--- config.mk ---
export PLATFORM = sky130hd
export DESIGN_NAME = fetch_realigner
export DESIGN_NICKNAME = d
export VERILOG_FILES = /design/src/rtl/fetch_pkg.sv /design/src/rtl/fetch_realigner.sv
export SDC_FILE = /design/constraint.sdc
export NUM_CORES = 1
export LEC_CHECK = 0
export ABC_AREA = 0
export CORE_UTILIZATION = 30
export CTS_BUF_LIST = sky130_fd_sc_hd__clkbuf_8
export DETAILED_ROUTE_END_ITERATION = 7
export PLACE_DENSITY_LB_ADDON = 0.3
export SLEW_MARGIN = 20
export SYNTH_ARGS = -nofsm -noshare
export SYNTH_HDL_FRONTEND = slang
export SYNTH_SLANG_ARGS = --single-unit
--- constraint.sdc ---
create_clock -name clk -period 2.3 [get_ports clk]
set_input_delay 0.46 -clock clk [delete_from_list [all_inputs] [get_ports clk]]
set_output_delay 0.46 -clock clk [all_outputs]
set_load 0.02 [all_outputs]
--- src/rtl/fetch_pkg.sv ---
// Shared types and helpers for the instruction fetch realigner.
//   fa_state_t    : realigner state (what the next instruction start looks like)
//   is_compressed : RVC test on a 16-bit parcel (low two bits not 2'b11)
//   HALF_W        : width of one instruction parcel
package fetch_pkg;

    localparam int HALF_W = 16;

    typedef enum logic [1:0] {
        ALIGNED   = 2'd0,  // next instruction starts at bit 0 of the fetched word
        UNALIGNED = 2'd1,  // next instruction starts at bit 16 of the fetched word
        BUFFERED  = 2'd2   // next instruction starts in the saved halfword
    } fa_state_t;

    function automatic logic is_compressed(input logic [HALF_W-1:0] h);
        return h[1:0] != 2'b11;
    endfunction

endpackage

--- src/rtl/fetch_realigner.sv ---
// Instruction fetch realigner: turns the 32-bit word stream from the
// instruction memory into one instruction per transfer (16-bit compressed or
// 32-bit, including 32-bit instructions straddling a word boundary).
// Ports:
//   clk            rising-edge clock
//   reset          asynchronous, active-low reset
//   imem_addr_o    word-aligned fetch address
//   imem_rdata_i   combinational read data for imem_addr_o
//   redirect_i     restart fetch at redirect_pc_i (bit 0 ignored)
//   redirect_pc_i  redirect target
//   stall_i        core cannot take the current instruction
//   instr_valid_o  instr_o / instr_pc_o hold a complete instruction
//   instr_o        instruction, compressed ones zero-extended
//   instr_pc_o     address of the instruction's first halfword
//   compressed_o   instruction is a 16-bit compressed one
module fetch_realigner
    import fetch_pkg::*;
#(
    parameter logic [31:0] RESET_PC = 32'h0000_0000
) (
    input  logic        clk,
    input  logic        reset,
    output logic [31:0] imem_addr_o,
    input  logic [31:0] imem_rdata_i,
    input  logic        redirect_i,
    input  logic [31:0] redirect_pc_i,
    input  logic        stall_i,
    output logic        instr_valid_o,
    output logic [31:0] instr_o,
    output logic [31:0] instr_pc_o,
    output logic        compressed_o
);

    localparam fa_state_t RESET_STATE = RESET_PC[1] ? UNALIGNED : ALIGNED;

    fa_state_t          r_state;
    logic [31:0]        r_faddr;
    logic [31:0]        r_pc;
    logic [HALF_W-1:0]  r_hbuf;

    fa_state_t          w_state_nx;
    logic [31:0]        w_faddr_nx;
    logic [31:0]        w_pc_nx;
    logic [HALF_W-1:0]  w_hbuf_nx;
    logic               w_valid;
    logic [31:0]        w_instr;
    logic [HALF_W-1:0]  w_lo;
    logic [HALF_W-1:0]  w_hi;
    logic               w_unused_rpc0;

    assign w_lo          = imem_rdata_i[HALF_W-1:0];
    assign w_hi          = imem_rdata_i[31:HALF_W];
    assign w_unused_rpc0 = redirect_pc_i[0];

    always_ff @(posedge clk or negedge reset) begin
        if (!reset) begin
            r_state <= RESET_STATE;
            r_faddr <= {RESET_PC[31:2], 2'b00};
            r_pc    <= RESET_PC;
            r_hbuf  <= '0;
        end else begin
            r_state <= w_state_nx;
            r_faddr <= w_faddr_nx;
            r_pc    <= w_pc_nx;
            r_hbuf  <= w_hbuf_nx;
        end
    end

    always_comb begin
        w_state_nx = r_state;
        w_faddr_nx = r_faddr;
        w_pc_nx    = r_pc;
        w_hbuf_nx  = r_hbuf;
        w_valid    = 1'b0;
        w_instr    = '0;

        if (redirect_i) begin
            // Redirect wins over stall; any buffered halfword is stale.
            w_faddr_nx = {redirect_pc_i[31:2], 2'b00};
            w_pc_nx    = {redirect_pc_i[31:1], 1'b0};
            w_hbuf_nx  = '0;
            w_state_nx = redirect_pc_i[1] ? UNALIGNED : ALIGNED;
        end else begin
            case (r_state)
                ALIGNED: begin
                    w_valid = 1'b1;
                    if (is_compressed(w_lo)) begin
                        w_instr = {16'h0, w_lo};
                        if (!stall_i) begin
                            w_hbuf_nx  = w_hi;
                            w_faddr_nx = r_faddr + 32'd4;
                            w_pc_nx    = r_pc + 32'd2;
                            w_state_nx = BUFFERED;
                        end
                    end else begin
                        w_instr = imem_rdata_i;
                        if (!stall_i) begin
                            w_faddr_nx = r_faddr + 32'd4;
                            w_pc_nx    = r_pc + 32'd4;
                        end
                    end
                end
                UNALIGNED: begin
                    if (is_compressed(w_hi)) begin
                        w_valid = 1'b1;
                        w_instr = {16'h0, w_hi};
                        if (!stall_i) begin
                            w_faddr_nx = r_faddr + 32'd4;
                            w_pc_nx    = r_pc + 32'd2;
                            w_state_nx = ALIGNED;
                        end
                    end else begin
                        // First half of a straddling instruction: nothing to
                        // present yet, so this bubble ignores stall.
                        w_hbuf_nx  = w_hi;
                        w_faddr_nx = r_faddr + 32'd4;
                        w_state_nx = BUFFERED;
                    end
                end
                BUFFERED: begin
                    w_valid = 1'b1;
                    if (is_compressed(r_hbuf)) begin
                        // The current word is still unconsumed, so faddr stays.
                        w_instr = {16'h0, r_hbuf};
                        if (!stall_i) begin
                            w_pc_nx    = r_pc + 32'd2;
                            w_state_nx = ALIGNED;
                        end
                    end else begin
                        w_instr = {w_lo, r_hbuf};
                        if (!stall_i) begin
                            w_hbuf_nx  = w_hi;
                            w_faddr_nx = r_faddr + 32'd4;
                            w_pc_nx    = r_pc + 32'd4;
                        end
                    end
                end
                default: begin
                    w_state_nx = ALIGNED;
                end
            endcase
        end
    end

    assign imem_addr_o   = r_faddr;
    assign instr_valid_o = w_valid & reset;
    assign instr_o       = w_instr;
    assign instr_pc_o    = r_pc;
    assign compressed_o  = is_compressed(w_instr[HALF_W-1:0]);

endmodule
==> results.sh <==
export IMPL_clkLatencyLatePin_ps=370
export IMPL_coreArea_um2=18700
export IMPL_rsz0062_at_grt="true"
export IMPL_drt_wirelength_per_cell_um=19.5
export IMPL_fp_dieW_um=140
export IMPL_violations="setup timing"
export IMPL_synth_edff_count=0
export IMPL_max_slew_margin_pct=52.0
export IMPL_dieArea_um2=19700
export IMPL_power_density_nw_per_um2=659
export IMPL_cp_startpoint="r_state[1]"
export IMPL_synth_cell_types=72
export IMPL_synth_top_area_share_pct=34.5
export IMPL_place_area_um2=8450
export IMPL_cts_buffer_depth=2
export IMPL_clock_sinks=79
export IMPL_critPathKind="reg -> reg"
export IMPL_vias=6849
export IMPL_cts_buffers=9
export IMPL_antenna_found_initial=0
export IMPL_yosysWarnings=0
export IMPL_finalNetCount=1059
export IMPL_synth_top_family_by_area="simple AND/OR/NAND/NOR gates"
export IMPL_die_h_um=140
export IMPL_io_pins=166
export IMPL_drv_slew=0
export IMPL_hpwl_um=17100
export IMPL_crit_chain="inv_2 > ha_4 > buf_6 > nand3_4 > a211oi_4 > buf_6 > nand3_4 > nor4_2 > xor2_1 > mux2_2"
export IMPL_drt_iter0_markers=561
export IMPL_async_flop_share_pct=100
export IMPL_port_buffers=161
export IMPL_vdd_ir_drop_max_mv=0.248
export IMPL_synth_cells=712
export IMPL_place_ws_ps=-521
export IMPL_area_growth_pct=68.8
export IMPL_worstPathArrival_ps=2650
export IMPL_critical_path_slowest_cell="dfrtp_1"
export IMPL_cts_root_buf="clkbuf_8"
export IMPL_worst_pin_slew_ps=720
export IMPL_path_buf_inv=3
export IMPL_vias_per_cell=5.61
export IMPL_power_leakage_nw=4.03
export IMPL_globalplace_congestion=0.963
export IMPL_hold_path_class="in -> async"
export IMPL_synthMuxAreaShare_pct=2.25
export IMPL_gr_usage_all_layers_pct=23.8
export IMPL_r2r_start="r_state[1]"
export IMPL_fmax_mhz=419
export IMPL_avgSynthCellArea_um2=8.05
export IMPL_cts_max_level=3
export IMPL_grt_pass1_wl_um=36700
export IMPL_synth_seq_cells=79
export IMPL_path_max_fanout=6
export IMPL_setup_viol=45
export IMPL_synth_area_leaders="dfrtp_1 (34%), nand2_1 (5.6%), nor2_1 (5.0%)"
export IMPL_yosys_area_top_type="dfrtp_1"
export IMPL_synthSimpleGateAreaFrac_pct=26.9
export IMPL_firstDrtPassIters=6
export IMPL_synth_xor_area_share_pct=4.28
export IMPL_final_min_clock_period_ps=2390
export IMPL_yosys_area_share_adder_pct=1.75
export IMPL_start_util_pct=30.7
export IMPL_outcome="finished, violations left"
export IMPL_finClkSkew_ps=11.2
export IMPL_fill_cells=1727
export IMPL_end_kind="flip-flop"
export IMPL_clk_pin_slew_worst_paths_ps=80
export IMPL_antennaDiodeCount=0
export IMPL_synthFlopType="dfrtp_1"
export IMPL_final_area_um2=9680
export IMPL_hold_viol=0
export IMPL_synth_compound_area_share_pct=24.4
export IMPL_grt_overflow=0
export IMPL_tritoncts="built"
export IMPL_totalPowerFinal_w=0.00638
export IMPL_grt_start_max_net_pins=61
export IMPL_setup_slack_ps=-88.5
export IMPL_final_antenna_net_count=0
export IMPL_setup_tns_ps=-1670
export IMPL_synthesis_area_um2=5730
export IMPL_drive_gt1_share_pct=33.2
export IMPL_remaining_drc_errors=0
export IMPL_setup_worst_path_start_class="flip-flop"
export IMPL_worstPathRequired_ps=2560
export IMPL_path_delay_family="simple AND/OR/NAND/NOR gates"
export IMPL_grt_pass1_vias=6812
export IMPL_wl_um=23700
export IMPL_seq_area_frac_synth_pct=34.5
export IMPL_critPathMaxStageDelay_ps=400
export IMPL_placementRows=50
export IMPL_finalCritPeriodShare_pct=104
export IMPL_max_cap_violations=0
-- cell usage in the layout, fill, tap and decap left out, types with 12 or more instances in the layout --
cell type	synthesis	layout
a22oi_2	0	14
nand3_1	19	18
nor2_1	76	55
nand2_1	86	84
dfrtp_1	79	79
nor3_1	25	12
buf_4	5	133
o21ai_0	51	39
clkdlybuf4s50_1	0	123
buf_6	3	33
nor2_4	0	12
nand4_1	17	17
inv_1	22	21
a21oi_1	47	41
a222oi_1	14	14
xnor2_1	17	15
-- area by class of cell --
class                      instances  area (um2)  area share [%]
multi-input combinational        559        4210            43.5
timing repair buffer             312        2960            30.5
sequential                        79        1980            20.4
tap                              234         293            3.02
clock buffer                      11         151            1.56
inverter                          22        82.6           0.853
clock inverter                     3        12.5           0.129
-- power breakdown --
part / switching (W) / total, W / internal [W]
logic: 0.00189 / 0.00360 / 0.00171
registers: 0.000258 / 0.00185 / 0.00159
clock network: 0.000500 / 0.000930 / 0.000430
total: 0.00264 / 0.00638 / 0.00373
-- through the flow --
step / utilization, % / hold slack (ps) / instances
final: 51.8 / 218 / 1220
after global routing: 51.8 / 249 / 1220
after CTS: 48.4 / 220 / 1204
after detailed placement: 45.2 / 480 / 1180
after global placement: 45.2 / 485 / 1180
after floorplan: - / 164 / 714
-- worst reg2reg max path, cell delays in order (launching register included) --
cell      delay [ps]
dfrtp_1          400
inv_2            110
ha_4             190
buf_6            120
nand3_4           90
a211oi_4         310
buf_6            160
nand3_4          140
nor4_2           380
xor2_1           110
mux2_2           270
-- Yosys cell counts, types with 4 or more instances --
cell,number
mux2i_1,5
a21oi_1,47
nor3_1,25
ha_1,8
mux2_2,7
or4_1,4
nand2b_1,5
and2_1,5
clkbuf_1,39
and4_1,9
nand3_1,19
o22ai_1,7
nor4_1,15
dfrtp_1,79
nand4_1,17
a222oi_1,14
nor2_1,76
nand2_1,86
xnor2_1,17
o21ai_0,51
a31oi_1,12
buf_4,5
buf_2,5
a211oi_1,6
a221oi_1,5
xor2_1,11
o211ai_1,5
o31ai_1,6
inv_1,22
a22oi_1,16
a2bb2oi_1,4
and3_1,10
-- registers in the layout (all words and copies together), names as in the netlist --
signal	cells
imem_addr_o	30
instr_pc_o	31
r_state	2
r_hbuf	16
-- kinds of logic (layout without fill, tap and decap cells) --
kind of cell | after synthesis | count (layout)
and+or+nand+nor | 298 | 298
AOI/OAI and AO/OA | 209 | 210
DFF | 79 | 79
buffers and inverters | 77 | 348
xor gates and xnor gates | 28 | 28
muxes | 12 | 12
adders and majority gates | 8 | 8
other | 1 | 3
-- path summary, 6_finish.rpt --
path,to,slack [ps],depth (start not counted)
worst min-delay path,r_state[0],220,2
worst min register to register,r_hbuf[13],510,2
max in group asynchronous,instr_pc_o[14],1100,3
worst max register to register,imem_addr_o[31],-90,10
min in group clk,r_hbuf[13],510,2
worst max-delay path,imem_addr_o[31],-90,10
-- what timing repair did --
item,in CTS,in global routing
pin swaps,38,59
setup endpoints to repair,78,85
gates cloned,3,3
buffers inserted,8,16
gates resized for setup,266,104
hold buffers,0,0
-- metal layers --
layer / part of all wire [%] / up-vias / GRT usage [%]
met2: 47 / 305 / 38.4
li1: - / 3188 / -
met5: 0 / - / 0
met1: 43 / 3304 / 30.9
met3: 7.0 / 52 / 4.99
met4: 3.0 / 0 / 9.72
No activity file was read; power rests on OpenSTA's default activity.
